===== config.mk =====
export PLATFORM = sky130hd
export DESIGN_NAME = crc_lfsr_step
export DESIGN_NICKNAME = d
export VERILOG_FILES = /design/src/rtl/crc_checker_pkg.sv /design/src/rtl/crc_lfsr_step.sv
export SDC_FILE = /design/constraint.sdc
export NUM_CORES = 1
export LEC_CHECK = 0
export BUFFER_PORTS_ARGS = -buffer_cell sky130_fd_sc_hd__buf_2
export CORE_AREA = 3 3 40 42
export DETAILED_ROUTE_END_ITERATION = 10
export DIE_AREA = 0 0 43 45
export SYNTH_ARGS = -nofsm -noshare
export SYNTH_HDL_FRONTEND = slang
export SYNTH_SLANG_ARGS = --single-unit

===== constraint.sdc =====
create_clock -name vclk -period 2.1
set_input_delay 0.42 -clock vclk [all_inputs]
set_output_delay 0.42 -clock vclk [all_outputs]
set_load 0.01 [all_outputs]

===== src/rtl/crc_checker_pkg.sv =====
// crc_checker_pkg: CRC width, default LFSR seed/taps and FSM state encoding shared by checker and generator.
package crc_checker_pkg;
    localparam int CRC_WD = 8;
    localparam logic [CRC_WD-1:0] SEED_DEF = 8'hD8;
    localparam logic [CRC_WD-1:0] TAPS_DEF = 8'h44;
    typedef enum logic [1:0] {IDLE, DATA_S, CRC_S} state_t;
endpackage


===== src/rtl/crc_lfsr_step.sv =====
// crc_lfsr_step: combinational next state of the Galois LFSR for one serial bit.
module crc_lfsr_step import crc_checker_pkg::*; (
    input  logic [CRC_WD-1:0] r,
    input  logic              din,
    input  logic [CRC_WD-2:0] taps,
    output logic [CRC_WD-1:0] r_next
);
    logic fb;
    assign fb = r[0] ^ din;
    assign r_next = {fb, r[CRC_WD-1:1] ^ (taps & {(CRC_WD-1){fb}})};
endmodule


==> key figures, run 1 <==
Status
  • Outcome: completed

Synthesis
  • Synth unique cells: 4
  • Synthesized area: 111 um2
  • Yosys warnings: 0
  • Cell count after synthesis: 16
  • Syn avg cell area: 6.96 um2
  • Post-Syn Nets: 32
  • Sequential fraction of the synthesis area: 0

Placed design
  • Placed cell area: ~240 um2
  • GPL Wtd Cong: 0.504
  • IO Port Bufs: 24

Floorplanning
  • Die width: 43 um
  • Core footprint: between 0.001 and 0.0015 mm2
  • I/O pins: 24
  • # rows: 13
  • Chip height: about 45 um
  • Die area: about 0.0019 mm2
  • Starting density of the core: 0.0867

Timing
  • Hold_ws: roughly 1.1 ns
  • Highest Clock Rate: around 600 MHz
  • Final period utilization: 0.792
  • Final Max Tran Viols: 0
  • Final Hold Viols: 0
  • Setup violators final: 0
  • Relative slew slack: 0.776
  • RSZ-0062 raised after global routing: false
  • TNS Setup: 0 ns
  • Slew @ Worst Pin: 0.336 ns
  • Final min period: between 1.5 and 2 ns

Global routing
  • Tot GR Track Use: 0.0332
  • Vias in the first global route: 149
  • Initial antenna violation count: 0
  • First-pass GRT wire length: 538 um
  • Largest net degree at the start of global routing: 9
  • Overflow after GRT: 0

Worst setup path
  • CP startpoint kind: input port
  • CP Data Required Time: about 1.7 ns
  • Critical Path AT: 1.24 ns
  • Critical path fanouts, max: 8
  • Worst setup path end: r_next[3]
  • Worst setup EP type: output port
  • Critical path class: in2out
  • Launch point of the critical path: din

Route
  • Drt first-iter violations: 1
  • Wirelength per Cell: 6.70 um
  • Post-DR vias/cell: 3.43
  • WL final: 362 um
  • TritonRoute pass-1 iters: 2
  • DRT antenna net count: 0
  • Via count: 185
  • DRC errors left: 0

Final layout
  • Number of fill cells: 148
  • Reg area: 0 um2
  • Area Growth Syn to Fin: 118%
  • Post-route cell area: 243 um2
  • Share of cells above drive strength 1: 0.641
  • # diodes: 0
  • Clock buf count: 0
  • Fin util: 0.189
  • Final net count: 57
  • Num sequential: 0

Worst hold path
  • Min-delay worst type: in2out

Clocking
  • Hold buffer count at CTS: 0
  • Post-CTS setup buffers: 0
  • Post-CTS Resized: 0

Job
  • Number of max-cap violations: 0

Power
  • Power Dens Cells: just under 300 mW/mm2
  • Pleak: about 0.13 nW
  • Power, Total: 70.7 uW
  • Worst vdd ir: around 0.036 mV
## Yosys cell counts
cell type	number	area (um2)
buf_4	1	7.51
nand2_1	7	26.3
xnor2_1	7	61.3
xor2_2	1	16.3
## kinds of logic (layout without fill, tap and decap cells)
family                 Yosys count  in the layout  share of synthesized area
buffers and inverters            1             24                     0.0674
XOR/XNOR                         8              8                      0.697
AND/OR/NAND/NOR                  7              7                      0.236
## metrics by stage
step	std cells	setup WS, ns
after floorplan	16	0.658
after global placement	54	0.424
after detailed placement	54	0.404
after CTS	54	0.402
after global routing	54	0.288
final	54	0.437
## worst max-delay path: stages
cell and delay, ns:
buf_2 0.11, xor2_2 0.32, nand2_1 0.12, xnor2_1 0.13
buf_2 0.14
## final cells by class
| class | instances | area [um2] | area share |
|---|---|---|---|
| tap | 15 | 18.8 | 0.0773 |
| multi-input combinational | 15 | 104 | 0.428 |
| timing repair buffer | 24 | 120 | 0.495 |
## how the worst min path moves through the flow
stage,start,end,slack (ns),depth (start not counted)
final,r[5],r_next[4],1.11,3
after global routing,r[4],r_next[3],1.11,3
after CTS,r[1],r_next[0],1.11,3
after detailed placement,r[1],r_next[0],1.11,3
after global placement,r[7],r_next[6],1.10,3
after floorplan,r[1],r_next[0],0.93,1
## per-layer routing
metal,part of all wire,GRT usage,wire (um),up-vias
li1,-,-,-,92
met1,0.26,0.0333,94,77
met2,0.51,0.0749,185,16
met3,0.23,0.00398,82,0
met4,0,0,0,0
met5,0,0,0,-
## power by group
part / total [mW] / switching, mW / internal [mW]
registers: 0 / 0 / 0
logic: 0.0707 / 0.0336 / 0.0371
clock network: 0 / 0 / 0
total: 0.0707 / 0.0336 / 0.0371
## cell usage in the layout, fill, tap and decap left out
master / count
buf_2: 24
nand2_1: 7
xnor2_1: 7
xor2_2: 1
(Power assumes the default switching activity.)
==> run 2: changes to the inputs <==
Clock period 2.1 ns to 1.5 ns, I/O delays scaled along.
==> run 2 against run 1 <==
Cell area grew 4.6%. Global-route usage rose by 0.33 points. Count of clock-buffer cells in the layout did not move. First-iteration DRC count fell by 100%. Setup slack got worse by 0.31 ns. Wire length shrank 1.1%. Via count unchanged. Critical path depth did not move. Hold slack got worse by 0.24 ns. Sequential cell count is the same. Sequential share of layout area did not move. Die area unchanged. Highest routed layer unchanged.
==> key figures, run 2 (synthesis results as in run 1) <==
Final layout
  • Final net count: 57
  • Area Growth Syn to Fin: 128%
  • Clock buf count: 0
  • Share of cells above drive strength 1: 0.641
  • # diodes: 0
  • Reg area: 0 um2
  • Num sequential: 0
  • Final Non-Filler Cells: 54
  • Most frequent cells in the layout: buf_2 (24), nand2_1 (7), xnor2_1 (7), xor2_4 (1)
  • Most common cell after layout, fill and taps aside: buf_2

Timing
  • Relative slew slack: 0.851
  • Final Max Tran Viols: 0
  • Slew @ Worst Pin: 0.223 ns
  • Highest Clock Rate: 728 MHz
  • RSZ-0062 raised after global routing: false
  • TNS Setup: 0 ns
  • Final min period: between 1 and 1.5 ns
  • Final period utilization: 0.916
  • Final Hold Viols: 0
  • Setup violators final: 0

Floorplanning
  • Core footprint: 0.00128 mm2
  • Chip height: 45 um
  • # rows: 13
  • I/O pins: 24
  • Starting density of the core: 0.0867
  • Die width: around 43 um
  • Die area: 0.00194 mm2

Global routing
  • Tot GR Track Use: 0.0365
  • Initial antenna violation count: 0
  • First-pass GRT wire length: 593 um
  • Overflow after GRT: 0
  • Largest net degree at the start of global routing: 9
  • Vias in the first global route: roughly 160

Worst setup path
  • CP startpoint kind: input port
  • CP Data Required Time: 1.20 ns
  • Critical path class: in2out
  • Worst setup EP type: output port
  • Critical path fanouts, max: 8
  • Launch point of the critical path: din
  • Critical Path AT: roughly 1.1 ns

Job
  • Number of max-cap violations: 0

Route
  • Drt first-iter violations: 0
  • Post-DR vias/cell: 3.43
  • TritonRoute pass-1 iters: 1
  • WL final: 358 um
  • DRT antenna net count: 0
  • DRC errors left: 0
  • Via count: around 190
  • Wirelength per Cell: roughly 6.6 um

Power
  • Power Dens Cells: a little over 400 mW/mm2
  • Worst vdd ir: 0.0479 mV
  • Pleak: approximately 0.13 nW

Worst hold path
  • Hold_sp: r[3]
  • Min-delay worst type: in2out

Clocking
  • Post-CTS setup buffers: 0

Placed design
  • IO Port Bufs: 24
  • GPL Wtd Cong: 0.497
  • Placed Instances: 54

Status
  • Outcome: completed
[run 2: cell types whose count changed in the layout (fill, tap and decap cells not counted)]
cell / before / now
xor2_4: 0 / 1
xor2_2: 1 / 0
[run 2: final timing paths]
kind / endpoint / slack (ns) / cells after the start
setup / recovery: r_next[1] / 0.13 / 5
hold / removal: r_next[2] / 0.87 / 3
[run 2: worst max-delay path, stage by stage]
cell	delay, ns
buf_2	0.13
xor2_4	0.25
nand2_1	0.10
xnor2_1	0.15
buf_2	0.15
[run 2: report_power, final]
part / total [mW] / internal [mW] / leakage, nW / switching (mW)
Sequential: 0 / 0 / 0 / 0
Clock: 0 / 0 / 0 / 0
Combinational: 0.102 / 0.0538 / 0.134 / 0.0486
[run 2: what timing repair did]
action,CTS,global route
hold buffers,0,0
resized for setup,0,1
setup endpoints to repair,0,7
endpoints found under the hold margin,0,0
[run 2: layout make-up]
class              instances  area, um2
well taps                 15       18.8
fillers                  151       1030
multi-input cells         15        115
repair buffers            24        120
[run 2: stage by stage]
| stage | instance area [um2] | util | total power, mW | setup slack (ns) | hold slack (ns) |
|---|---|---|---|---|---|
| 3_3_place_gp | 243 | 0.189 | 0.0993 | 0.0698 | 0.865 |
| 4_1_cts | 243 | 0.189 | 0.101 | 0.0219 | 0.867 |
| 6_report | 254 | 0.198 | 0.102 | 0.126 | 0.865 |
| 5_1_grt | 254 | 0.198 | 0.113 | 0.0171 | 0.882 |
| 3_5_place_dp | 243 | 0.189 | 0.101 | 0.0227 | 0.868 |
| 2_1_floorplan | 111 | - | 0.0541 | 0.298 | 0.688 |
[run 2: layer usage]
layer	GRT usage	part of all wire
met4	0	0
met1	0.0357	0.24
met5	0	0
met2	0.0719	0.49
met3	0.0199	0.26
==> run 3: changes to the inputs <==
Settings changed: BUFFER_PORTS_ARGS -buffer_cell sky130_fd_sc_hd__buf_2 to default, DONT_BUFFER_PORTS from default to 1.
==> run 3 against run 2 <==
Hold slack worse by 0.17 ns. Cell area down 49%. Count of clock-buffer cells in the layout unchanged. Combinational power down 43%. First-iteration DRC count unchanged. Critical path depth down 2. Sequential share of layout area unchanged. Non-clock buffer count down 23. Die area unchanged. Global-route usage down 2.1 points.
==> key figures, run 3 (synthesis results as in run 1) <==
Worst setup path
  • Critical path fanouts, max: 8
  • Critical path class: in2out
  • Critical path buffer and inverter count: 0
  • Worst setup EP type: output port
  • CP max stage delay: a little over 0.3 ns
  • Cell count along the critical path: 3
  • Top delay family on crit path: XOR/XNOR gates
  • Launch point of the critical path: din
  • CP Cell Sequence: xor2_2 > nand2_1 > xnor2_1
  • Worst setup path end: r_next[5]
  • CP Data Required Time: 1.20 ns
  • Critical Path AT: 1.02 ns
  • CP max-delay cell: xor2_2
  • CP startpoint kind: input port

Timing
  • Final Hold Viols: 0
  • Final Max Tran Viols: 0
  • RSZ-0062 raised after global routing: false
  • Final min period: 1.32 ns
  • Relative slew slack: 0.764
  • Slew @ Worst Pin: ~0.35 ns
  • Highest Clock Rate: 757 MHz
  • TNS Setup: 0 ns
  • Final period utilization: 0.881
  • Setup violators final: 0

Power
  • Pleak: 0.0422 nW
  • Worst vdd ir: 0.0330 mV
  • Power, Total: 58.4 uW
  • Power Dens Cells: 449 mW/mm2

Global routing
  • First-pass GRT wire length: 241 um
  • Initial antenna violation count: 0
  • Tot GR Track Use: 0.0158
  • Largest net degree at the start of global routing: 9
  • Overflow after GRT: 0
  • Vias in the first global route: between 60 and 70

Job
  • Number of max-cap violations: 0

Final layout
  • Area Growth Syn to Fin: 16.9%
  • Num sequential: 0
  • Most frequent cells in the layout: nand2_1 (7), xnor2_1 (7), xor2_2 (1), buf_4 (1)
  • Share of cells above drive strength 1: 0.125
  • Final net count: 34
  • Reg area: 0 um2
  • Clock buf count: 0
  • # diodes: 0

Route
  • Drt first-iter violations: 0
  • Via count: 99
  • Wirelength per Cell: 8.68 um
  • DRC errors left: 0
  • Post-DR vias/cell: 3.19
  • WL final: roughly 270 um
  • TritonRoute pass-1 iters: 1
  • DRT antenna net count: 0

Floorplanning
  • Die width: 43 um
  • I/O pins: 24
  • Chip height: 45 um
  • # rows: 13
  • Core footprint: 0.00128 mm2
  • Die area: 0.00194 mm2
  • Starting density of the core: 0.0867

Clocking
  • Post-CTS setup buffers: 0
  • Post-CTS Resized: 0
  • Hold buffer count at CTS: 0

Placed design
  • IO Port Bufs: 0
  • GPL Wtd Cong: 0.481

Worst hold path
  • Min-delay worst type: in2out

Status
  • Outcome: completed
## run 3: power by group
part | leakage, nW | switching (mW) | internal, mW | total, mW
registers | 0 | 0 | 0 | 0
logic | 0.0422 | 0.0349 | 0.0235 | 0.0584
clock network | 0 | 0 | 0 | 0
total | 0.0422 | 0.0349 | 0.0235 | 0.0584
## run 3: metal layers
layer / part of all wire / global-route usage / wire (um) / vias to the layer above
li1: - / - / - / 46
met1: 0.28 / 0.00955 / 76 / 37
met2: 0.50 / 0.0449 / 134 / 16
met3: 0.21 / 0 / 57 / 0
met4: 0 / 0 / 0 / 0
met5: 0 / 0 / 0 / -
## run 3: worst min-delay path by stage
stage,from,endpoint,slack (ns),cells after the start
2_1_floorplan,r[1],r_next[0],0.69,1
3_3_place_gp,r[5],r_next[4],0.69,1
3_5_place_dp,r[4],r_next[3],0.69,1
4_1_cts,r[4],r_next[3],0.69,1
5_1_grt,r[5],r_next[4],0.69,1
6_report,r[4],r_next[3],0.69,1
## run 3: per-stage QoR
| step | hold slack (ns) | cell area, um2 | util | cells | worst slack, ns |
|---|---|---|---|---|---|
| after floorplan | 0.688 | 111 | - | 16 | 0.298 |
| after detailed placement | 0.692 | 130 | 0.101 | 31 | 0.138 |
| after CTS | 0.692 | 130 | 0.101 | 31 | 0.138 |
| after global placement | 0.693 | 130 | 0.101 | 31 | 0.178 |
| final | 0.691 | 130 | 0.101 | 31 | 0.179 |
| after global routing | 0.693 | 130 | 0.101 | 31 | 0.104 |
## run 3: area by class of cell
| type | count | area, um2 |
|---|---|---|
| tap | 15 | 18.8 |
| timing repair buffer | 1 | 7.51 |
| fill | 147 | 1150 |
| multi-input combinational | 15 | 104 |
